## src/rtl/mem_arbiter.sv

```systemverilog
`default_nettype none
// ============================================================================
//  Module      : mem_arbiter
//  Description : Round-robin arbiter that shares one single-beat memory port
//                (ce/we/addr/data/ready) among NUM_REQ requesters. One
//                transaction is in flight at a time. The grant is held from
//                issue until downstream ready (or abort/timeout). One idle
//                cycle (mem_ce_o=0) always follows, so the downstream bridge
//                can return to its free state. A per-transaction watchdog
//                aborts hung accesses and flags the owning requester.
//
//  Ports       :
//    clk, rst           clock, synchronous active-high reset
//    req_ce_i           per-requester request valid (held until ready/err)
//    req_we_i           per-requester write enable (1=write)
//    req_addr_i         packed addresses, slot i at [i*ADDR_W +: ADDR_W]
//    req_data_i         packed write data, slot i at [i*DATA_W +: DATA_W]
//    req_data_o         read data, valid with req_ready_o
//    req_ready_o        one-hot completion pulse to the owner
//    req_err_o          one-hot timeout-abort pulse to the owner
//    grant_o            one-hot current owner (0 when not BUSY)
//    mem_ce_o/mem_we_o  downstream enable / write
//    mem_addr_o         downstream address (registered at grant)
//    mem_data_o         downstream write data (registered at grant)
//    mem_data_i         downstream read data
//    mem_ready_i        downstream completion
//
//  Revision    : 1.0 - initial release
// ============================================================================
module mem_arbiter #(
    parameter int NUM_REQ = 2,
    parameter int ADDR_W  = 32,
    parameter int DATA_W  = 32,
    parameter int TIMEOUT = 256
) (
    input  logic                      clk,
    input  logic                      rst,
    input  logic [NUM_REQ-1:0]        req_ce_i,
    input  logic [NUM_REQ-1:0]        req_we_i,
    input  logic [NUM_REQ*ADDR_W-1:0] req_addr_i,
    input  logic [NUM_REQ*DATA_W-1:0] req_data_i,
    output logic [DATA_W-1:0]         req_data_o,
    output logic [NUM_REQ-1:0]        req_ready_o,
    output logic [NUM_REQ-1:0]        req_err_o,
    output logic [NUM_REQ-1:0]        grant_o,
    output logic                      mem_ce_o,
    output logic                      mem_we_o,
    output logic [ADDR_W-1:0]         mem_addr_o,
    output logic [DATA_W-1:0]         mem_data_o,
    input  logic [DATA_W-1:0]         mem_data_i,
    input  logic                      mem_ready_i
);

    localparam int PTR_W = $clog2(NUM_REQ);
    localparam int CNT_W = (TIMEOUT > 0) ? $clog2(TIMEOUT + 1) : 1;

    localparam logic [PTR_W:0]   C_NUM_EXT  = (PTR_W+1)'(NUM_REQ);
    localparam logic [PTR_W-1:0] C_PTR_RST  = PTR_W'(NUM_REQ - 1);
    localparam logic [CNT_W-1:0] C_CNT_LAST = (TIMEOUT > 0) ? CNT_W'(TIMEOUT - 1) : '0;
    localparam logic [CNT_W-1:0] C_CNT_MAX  = '1;
    localparam logic [NUM_REQ-1:0] C_ONE    = {{(NUM_REQ-1){1'b0}}, 1'b1};

    typedef enum logic [1:0] {
        IDLE = 2'd0,
        BUSY = 2'd1,
        GAP  = 2'd2
    } state_t;

    state_t              state_q, state_d;
    logic [PTR_W-1:0]    ptr_q,   ptr_d;
    logic [CNT_W-1:0]    cnt_q,   cnt_d;
    logic                we_q,    we_d;
    logic [ADDR_W-1:0]   addr_q,  addr_d;
    logic [DATA_W-1:0]   data_q,  data_d;

    // Unpacked views of the request buses, indexable by the winner index.
    logic [ADDR_W-1:0]   slot_addr [NUM_REQ];
    logic [DATA_W-1:0]   slot_data [NUM_REQ];

    for (genvar gi = 0; gi < NUM_REQ; gi++) begin : g_unpack
        assign slot_addr[gi] = req_addr_i[gi*ADDR_W +: ADDR_W];
        assign slot_data[gi] = req_data_i[gi*DATA_W +: DATA_W];
    end

    // ------------------------------------------------------------------
    // Round-robin search starting just after the last owner. In GAP the
    // requester that was just served is skipped so another waiting
    // requester always gets the next slot.
    // ------------------------------------------------------------------
    logic                win_valid;
    logic [PTR_W-1:0]    win_idx;
    logic [PTR_W:0]      arb_sum;
    logic [PTR_W-1:0]    arb_cand;

    always_comb begin
        win_valid = 1'b0;
        win_idx   = '0;
        arb_sum   = '0;
        arb_cand  = '0;
        for (int k = 1; k <= NUM_REQ; k++) begin
            arb_sum = {1'b0, ptr_q} + (PTR_W+1)'(k);
            if (arb_sum >= C_NUM_EXT) begin
                arb_sum = arb_sum - C_NUM_EXT;
            end
            arb_cand = arb_sum[PTR_W-1:0];
            if (!win_valid && req_ce_i[arb_cand] &&
                !((state_q == GAP) && (arb_cand == ptr_q))) begin
                win_valid = 1'b1;
                win_idx   = arb_cand;
            end
        end
    end

    // ------------------------------------------------------------------
    // Owner status while BUSY
    // ------------------------------------------------------------------
    logic                busy;
    logic                owner_ce;
    logic                timeout_hit;
    logic                done_ok;
    logic                abort_to;
    logic [NUM_REQ-1:0]  owner_oh;

    assign busy        = (state_q == BUSY);
    assign owner_ce    = req_ce_i[ptr_q];
    assign timeout_hit = (TIMEOUT > 0) && (cnt_q == C_CNT_LAST);
    // Owner dropping its request masks a coincident ready; ready beats timeout.
    assign done_ok     = busy && owner_ce && mem_ready_i;
    assign abort_to    = busy && owner_ce && !mem_ready_i && timeout_hit;
    assign owner_oh    = C_ONE << ptr_q;

    // ------------------------------------------------------------------
    // Next-state logic
    // ------------------------------------------------------------------
    always_comb begin
        state_d = state_q;
        ptr_d   = ptr_q;
        cnt_d   = cnt_q;
        we_d    = we_q;
        addr_d  = addr_q;
        data_d  = data_q;

        case (state_q)
            IDLE, GAP: begin
                if (win_valid) begin
                    state_d = BUSY;
                    ptr_d   = win_idx;
                    cnt_d   = '0;
                    we_d    = req_we_i[win_idx];
                    addr_d  = slot_addr[win_idx];
                    data_d  = slot_data[win_idx];
                end else if (state_q == GAP) begin
                    state_d = IDLE;
                end
            end
            BUSY: begin
                if (!owner_ce || mem_ready_i || timeout_hit) begin
                    state_d = GAP;
                end else if (cnt_q != C_CNT_MAX) begin
                    cnt_d = cnt_q + 1'b1;
                end
            end
            default: begin
                state_d = IDLE;
            end
        endcase
    end

    always_ff @(posedge clk) begin
        if (rst) begin
            state_q <= IDLE;
            ptr_q   <= C_PTR_RST;
            cnt_q   <= '0;
            we_q    <= 1'b0;
            addr_q  <= '0;
            data_q  <= '0;
        end else begin
            state_q <= state_d;
            ptr_q   <= ptr_d;
            cnt_q   <= cnt_d;
            we_q    <= we_d;
            addr_q  <= addr_d;
            data_q  <= data_d;
        end
    end

    // ------------------------------------------------------------------
    // Outputs: requester-side responses are combinational from the
    // downstream port so completion adds no latency.
    // ------------------------------------------------------------------
    assign grant_o     = busy ? owner_oh : '0;
    assign req_ready_o = done_ok ? owner_oh : '0;
    assign req_err_o   = abort_to ? owner_oh : '0;
    assign req_data_o  = (busy && !we_q) ? mem_data_i : '0;

    assign mem_ce_o    = busy;
    assign mem_we_o    = we_q;
    assign mem_addr_o  = addr_q;
    assign mem_data_o  = data_q;

endmodule
`default_nettype wire

```

## config.mk

```make
export PLATFORM = sky130hd
export DESIGN_NAME = mem_arbiter
export DESIGN_NICKNAME = d
export VERILOG_FILES = /design/src/rtl/mem_arbiter.sv
export SDC_FILE = /design/constraint.sdc
export NUM_CORES = 1
export LEC_CHECK = 0
export ABC_AREA = 1
export CAP_MARGIN = 20
export CORE_MARGIN = 1
export CORE_UTILIZATION = 34
export CTS_CLUSTER_DIAMETER = 80
export DETAILED_ROUTE_END_ITERATION = 12
export GPL_TIMING_DRIVEN = 0
export PLACE_DENSITY = 0.8
export REMOVE_ABC_BUFFERS = 1
export SLEW_MARGIN = 10
export SYNTH_ARGS = -nofsm -noshare
export SYNTH_HDL_FRONTEND = slang
export SYNTH_SLANG_ARGS = --single-unit
```

## constraint.sdc

```tcl
create_clock -name clk -period 1.9 [get_ports clk]
set_input_delay 0.19 -clock clk [delete_from_list [all_inputs] [get_ports clk]]
set_output_delay 0.19 -clock clk [all_outputs]
set_load 0.01 [all_outputs]
```

Yosys cells after proc, flatten, opt, wreduce, memory -nomap -nowiden. Cells that the tools add are included.

Bits in registers: 77. Input port bits: 167. Output and inout bits: 104. Word-level logic and storage cells: 87.

$add $sub $neg: 5. Magnitude comparators: 7. Eq/ne operators: 11. Shifts and indexed selects: 1. Muxes and demuxes: 32. Bitwise operators: 1. Reduce and logical (&&, ||, !) cells: 24.

Operator list (count): 32-bit two-way mux (7); 9-bit two-way mux (3); 9-bit one-hot mux with 2 select lines (1); 1-bit two-way mux (14); 2-bit two-way mux (6); 1-bit logical AND (10); 9-bit by 1-bit adder with 9-bit output (second input constant) (1); 9-bit by 8-bit equality test with 1-bit output (second input constant) (1); 9-bit != test (second input constant) (1); 1-bit by 2-bit less-than comparator with 1-bit output (second input constant) (4); 2-bit greater-or-equal comparator (second input constant) (3); 1-bit zero test (6); 2-bit by 1-bit != test with 1-bit output (second input constant) (2); 2-bit != test (second input constant) (2); 2-bit one-hot mux with 2 select lines (1); 2-bit AND reduction (2); 4-bit AND reduction (1); 3-bit != test (second input constant) (1); 1-bit by 1-bit adder with 2-bit output (second input constant) (1); 1-bit by 2-bit adder with 2-bit output (second input constant) (1); 1-bit equality test (2); 2-bit by 1-bit equality test with 1-bit output (second input constant) (1); 2-bit equality test (second input constant) (1); 2-bit zero test (1); other kinds (6) (8).

Longest topological paths before layout.
Depth in word-level cells: 16. Gate-level depth with buffers: 17. Depth with buffers taken out: 17.

Least setup slack after synthesis. Ideal clock, no wire load.

Kind: reg-to-reg. Start: reg cnt_q[0]. End: reg cnt_q[6]. Setup time: 0.109 ns. Arrival time: 1.768 ns. Slack: 0.023 ns. Stages on the path, launching flop included: 18. Period minus slack after synthesis: 1.877 ns. Cells stage by stage: dfxtp_1 > ha_1 > nand2_1 > inv_1 > nand3_1 > nor2_1 > nand2_1 > nor2_1 > ha_1 > nor2_1 > nand3_1 > inv_1 > nand2_1 > nand2_1 > nand3_1 > nand2_1 > nand2_1 > inv_1.

Longest elaborated chain between the ends: 4. Elaborated cells between the ends (all ways): 10. Those cells by class: add/sub (1); eq/ne (4); mux (3); reduce/logical (2).

RTL lines: start, declared (line 71) `logic [CNT_W-1:0] cnt_q, cnt_d;`; start signal, assigned (line 180) `cnt_q <= cnt_d;`; 9-bit by 1-bit adder with 9-bit output or 9-bit by 8-bit equality test with 1-bit output (tied branches) (line 160, 126); 9-bit two-way mux or 1-bit logical OR (tied branches) (line 159, 157); 9-bit two-way mux or 2-bit != test (tied branches); 9-bit one-hot mux with 2 select lines or 4-bit AND reduction (tied branches).

Several ways; a longest one is shown, not always the timed one. The select of a mux whose other input is x is not followed. A chain may end at the register's enable or synchronous reset.

Final worst setup path.
Start: reg cnt_q[0]. End: out req_err_o[0].

Longest elaborated chain between the ends: 3.

RTL lines: 9-bit by 8-bit equality test with 1-bit output (line 126) `assign timeout_hit = (TIMEOUT > 0) && (cnt_q == C_CNT_LAST);`; 1-bit logical AND (line 129) `assign abort_to = busy && owner_ce && !mem_ready_i && timeout_hit;`; 2-bit two-way mux (line 193) `assign req_err_o = abort_to ? owner_oh : '0;`; end, declared (line 44) `output logic [NUM_REQ-1:0] req_err_o,`.

Every way passes these cells.

==> flow_metrics.py <==
metrics = {
    "timing": {
        "fin_tns_setup_ns": -1.40,
        "worst_slew_pin_slew_ns": 0.816,
        "fin_crit_sh_pct": 112,
        "worst_clock_skew_ns": 0.00396,
        "setup_viol": 12,
        "slew-limit-headroom_pct": 45.6,
        "finalWorstPathRequiredPeriod_ns": 2.14,
        "slew_viol_final": 0,
        "rsz0062_at_grt": "yes",
        "hold_violations": 0,
        "fmax_mhz": 468,
        "setup_ws_ns": -0.235,
        "fin_hold_ws_ns": 0.471,
    },
    "clock_network": {
        "cts_hold_buf": 0,
        "clk_latency_ns": 0.33,
        "cts_max_level": 3,
        "cts_tree": "yes",
        "clockBufferDepth": 2,
        "cts.sinks": 77,
        "clk_pin_slew_ns": 0.06,
        "cts_root_buffer": "clkbuf_16",
        "cts_buffers": 9,
    },
    "floorplan": {
        "io_pins": 271,
        "start_util_pct": 35.5,
        "rows": 40,
        "core_area_mm2": 0.0122,
        "dieArea_mm2": 0.0132,
        "die_w_um": 115,
        "die_h_um": 115,
    },
    "route": {
        "drc": 0,
        "vias": 5432,
        "first_pass_iters": 5,
        "detail_route.vias_per_cell": 4.54,
        "drt_iter0_markers": 361,
        "wirelength_mm": 16.4,
        "postRouteAntennaNets": 0,
        "routedWlPerCell_um": 13.8,
    },
    "global_routing": {
        "grt_pass1_vias": 5037,
        "grt.overflow.total": 0,
        "gr-usage-all-layers_pct": 23.2,
        "grt_antenna_before_repair": 0,
        "grt_pass1_wl_mm": 23.8,
        "grt_start_max_net_pins": 73,
    },
    "finish": {
        "nFillCells": 1119,
        "instances_no_fill": 1196,
        "final_area_mm2": 0.00782,
        "layout-drive-gt1-share_pct": 8.76,
        "area_growth_pct": 80.2,
        "finalNetCount": 1194,
    },
    "pwr": {
        "peakVddDrop_mv": 0.438,
        "power_density_mw_per_mm2": 968,
        "seqPwrFrac_pct": 29.4,
        "p_sw_uw": 2870,
        "p_comb_share_pct": 49.8,
        "power.internal_uw": 4690,
        "pwr-share-clk_pct": 20.8,
        "swShare_pct": 38.0,
        "p_leak_uw": 0.00410,
    },
    "placement": {
        "place_inst": 1151,
        "dp.final_hpwl_mm": 9.86,
        "place.gp.congestion": 0.800,
        "dp_slack_ns": -0.764,
        "port_buffers": 270,
        "place_area_mm2": 0.00707,
    },
    "logic_synthesis": {
        "synth_cells": 751,
        "synth-seq-cells": 77,
        "yosys_warnings": 0,
        "synth.avg_cell_area_um2": 5.78,
        "netlist_area_mm2": 0.00434,
        "ys_types": 25,
        "yosysSeqAreaShare_pct": 35.5,
    },
    "worst_hold_path": {
        "min_path_cells": 2,
        "hold_class": "in2reg",
        "min_from": "rst",
        "min_to": "state_q[0]",
    },
    "critical_path": {
        "worstReg2RegEnd": "cnt_q[7]",
        "path_max_fanout": 2,
        "r2r_slack_ns": -0.13,
        "ff2ff_path_depth": 15,
        "worstPathRequired_ns": 1.71,
        "reg2reg_from": "cnt_q[0]",
        "critPathLaunch": "cnt_q[0]",
        "timing.critical_path.arrival_ns": 1.95,
        "critical_path.endpoint_type": "output pin",
        "critPathLaunchType": "flip-flop",
        "worstSetupPathType": "reg2out",
    },
    "status": {
        "status": "complete, but fails checks",
        "violations": "negative setup slack",
    },
    "flow_run": {
        "drv_cap": 0,
    },
}
## power by group through the flow
| stage | Clock, µW | Combinational [µW] | Sequential, µW |
|---|---|---|---|
| after floorplan | 0 | 1500 | 2390 |
| after global placement | 0 | 3330 | 2210 |
| after detailed placement | 0 | 3340 | 2240 |
| after CTS | 1610 | 3590 | 2220 |
| after global routing | 1680 | 4150 | 2280 |
| final | 1570 | 3770 | 2230 |
## stage by stage
stage / utilization [%] / total power [µW]
floorplan: - / 3890
global placement: 57.4 / 5540
finish: 64.0 / 7570
detailed placement: 57.9 / 5580
global route: 64.0 / 8100
CTS: 62.7 / 7410
## cells by family after synthesis
kind of cell | share of synthesized area [%]
XOR/XNOR | 0.202
buffers and inverters | 15.6
adder cells (fa/ha/maj) | 0.865
AO/OA/AOI/OAI | 1.15
flip-flops | 35.5
AND/OR/NAND/NOR | 46.7
## per-layer routing
metal	up-vias	share of wire, %	global-route usage, %	wire, µm
li1	2759	-	-	-
met1	2351	37	24.3	6100
met2	279	49	42.4	8070
met3	43	11	8.38	1750
met4	0	3.2	9.09	522
met5	-	0	0	0
## cells in the final DEF, fill, tap and decap left out, drive strengths merged, types with 2 or more instances in the layout
| master | count |
|---|---|
| a21oi | 5 |
| buf | 30 |
| clkbuf | 13 |
| clkdlybuf4s50 | 230 |
| clkinvlp | 2 |
| dfxtp | 77 |
| dlygate4sd2 | 36 |
| ha | 3 |
| inv | 115 |
| nand2 | 236 |
| nand3 | 81 |
| nand3b | 2 |
| nor2 | 184 |
| o21ai | 2 |
| o21bai | 2 |
| or2 | 2 |
## synth_stat cells
| library cell | instances | share of area [%] |
|---|---|---|
| and3_1 | 1 | 0.14 |
| nand4_1 | 1 | 0.14 |
| nand3b_1 | 2 | 0.35 |
| inv_2 | 1 | 0.086 |
| nor2_1 | 183 | 16 |
| a21oi_1 | 5 | 0.58 |
| nand3_1 | 81 | 9.3 |
| or2_2 | 2 | 0.29 |
| inv_1 | 114 | 9.9 |
| nor3_1 | 1 | 0.12 |
| and2_4 | 1 | 0.20 |
| dfxtp_1 | 77 | 36 |
| ha_1 | 3 | 0.87 |
| buf_1 | 1 | 0.086 |
| o21ai_0 | 2 | 0.23 |
| clkbuf_1 | 18 | 1.6 |
| buf_4 | 7 | 1.2 |
| o21bai_1 | 2 | 0.35 |
| buf_6 | 7 | 1.8 |
| nor2_2 | 1 | 0.14 |
| xor2_1 | 1 | 0.20 |
| nand2_1 | 231 | 20 |
| inv_4 | 1 | 0.14 |
| nand2_2 | 1 | 0.14 |
| buf_2 | 7 | 0.81 |
## sequential cells by signal, summed over array words and instances (netlist names)
signal / flops
mem_addr_o: 32
mem_data_o: 32
cnt_q: 9
state_q: 2
mem_we_o: 1
ptr_q: 1
## how the worst max path moves through the flow
stage / endpoint / depth (start not counted)
2_1_floorplan: mem_addr_o[0] / 7
3_3_place_gp: mem_data_o[27] / 8
3_5_place_dp: mem_data_o[23] / 9
4_1_cts: req_err_o[0] / 11
5_1_grt: req_err_o[0] / 11
6_report: req_err_o[0] / 11
## layout make-up
class | instances | area, µm² | area share, %
Timing Repair Buffer | 297 | 2910 | 37.2
Multi-Input combinational cell | 522 | 2380 | 30.4
Sequential cell | 77 | 1550 | 19.8
Inverter | 116 | 489 | 6.25
Clock buffer | 13 | 260 | 3.33
Tap cell | 168 | 210 | 2.69
Timing Repair inverter | 1 | 11.3 | 0.144
Clock inverter | 1 | 7.51 | 0.0960
Antenna cell | 1 | 2.50 | 0.0320
## worst max-delay path, cell delays in order (launching register included)
cell	delay, ns
dfxtp_2	0.36
ha_4	0.16
nand2_2	0.08
inv_2	0.09
nand3_4	0.08
nor2_4	0.11
nand2_2	0.09
nor2_4	0.12
ha_4	0.14
nand3b_1	0.11
nor2_1	0.11
buf_2	0.14
## repair_timing
action                     CTS  global route
gates resized for setup     87            28
setup endpoints to repair  113            68
gates cloned                 4             2
setup buffers               22             4
pin swaps                   18            10
No activity file was read; power rests on OpenSTA's default activity.
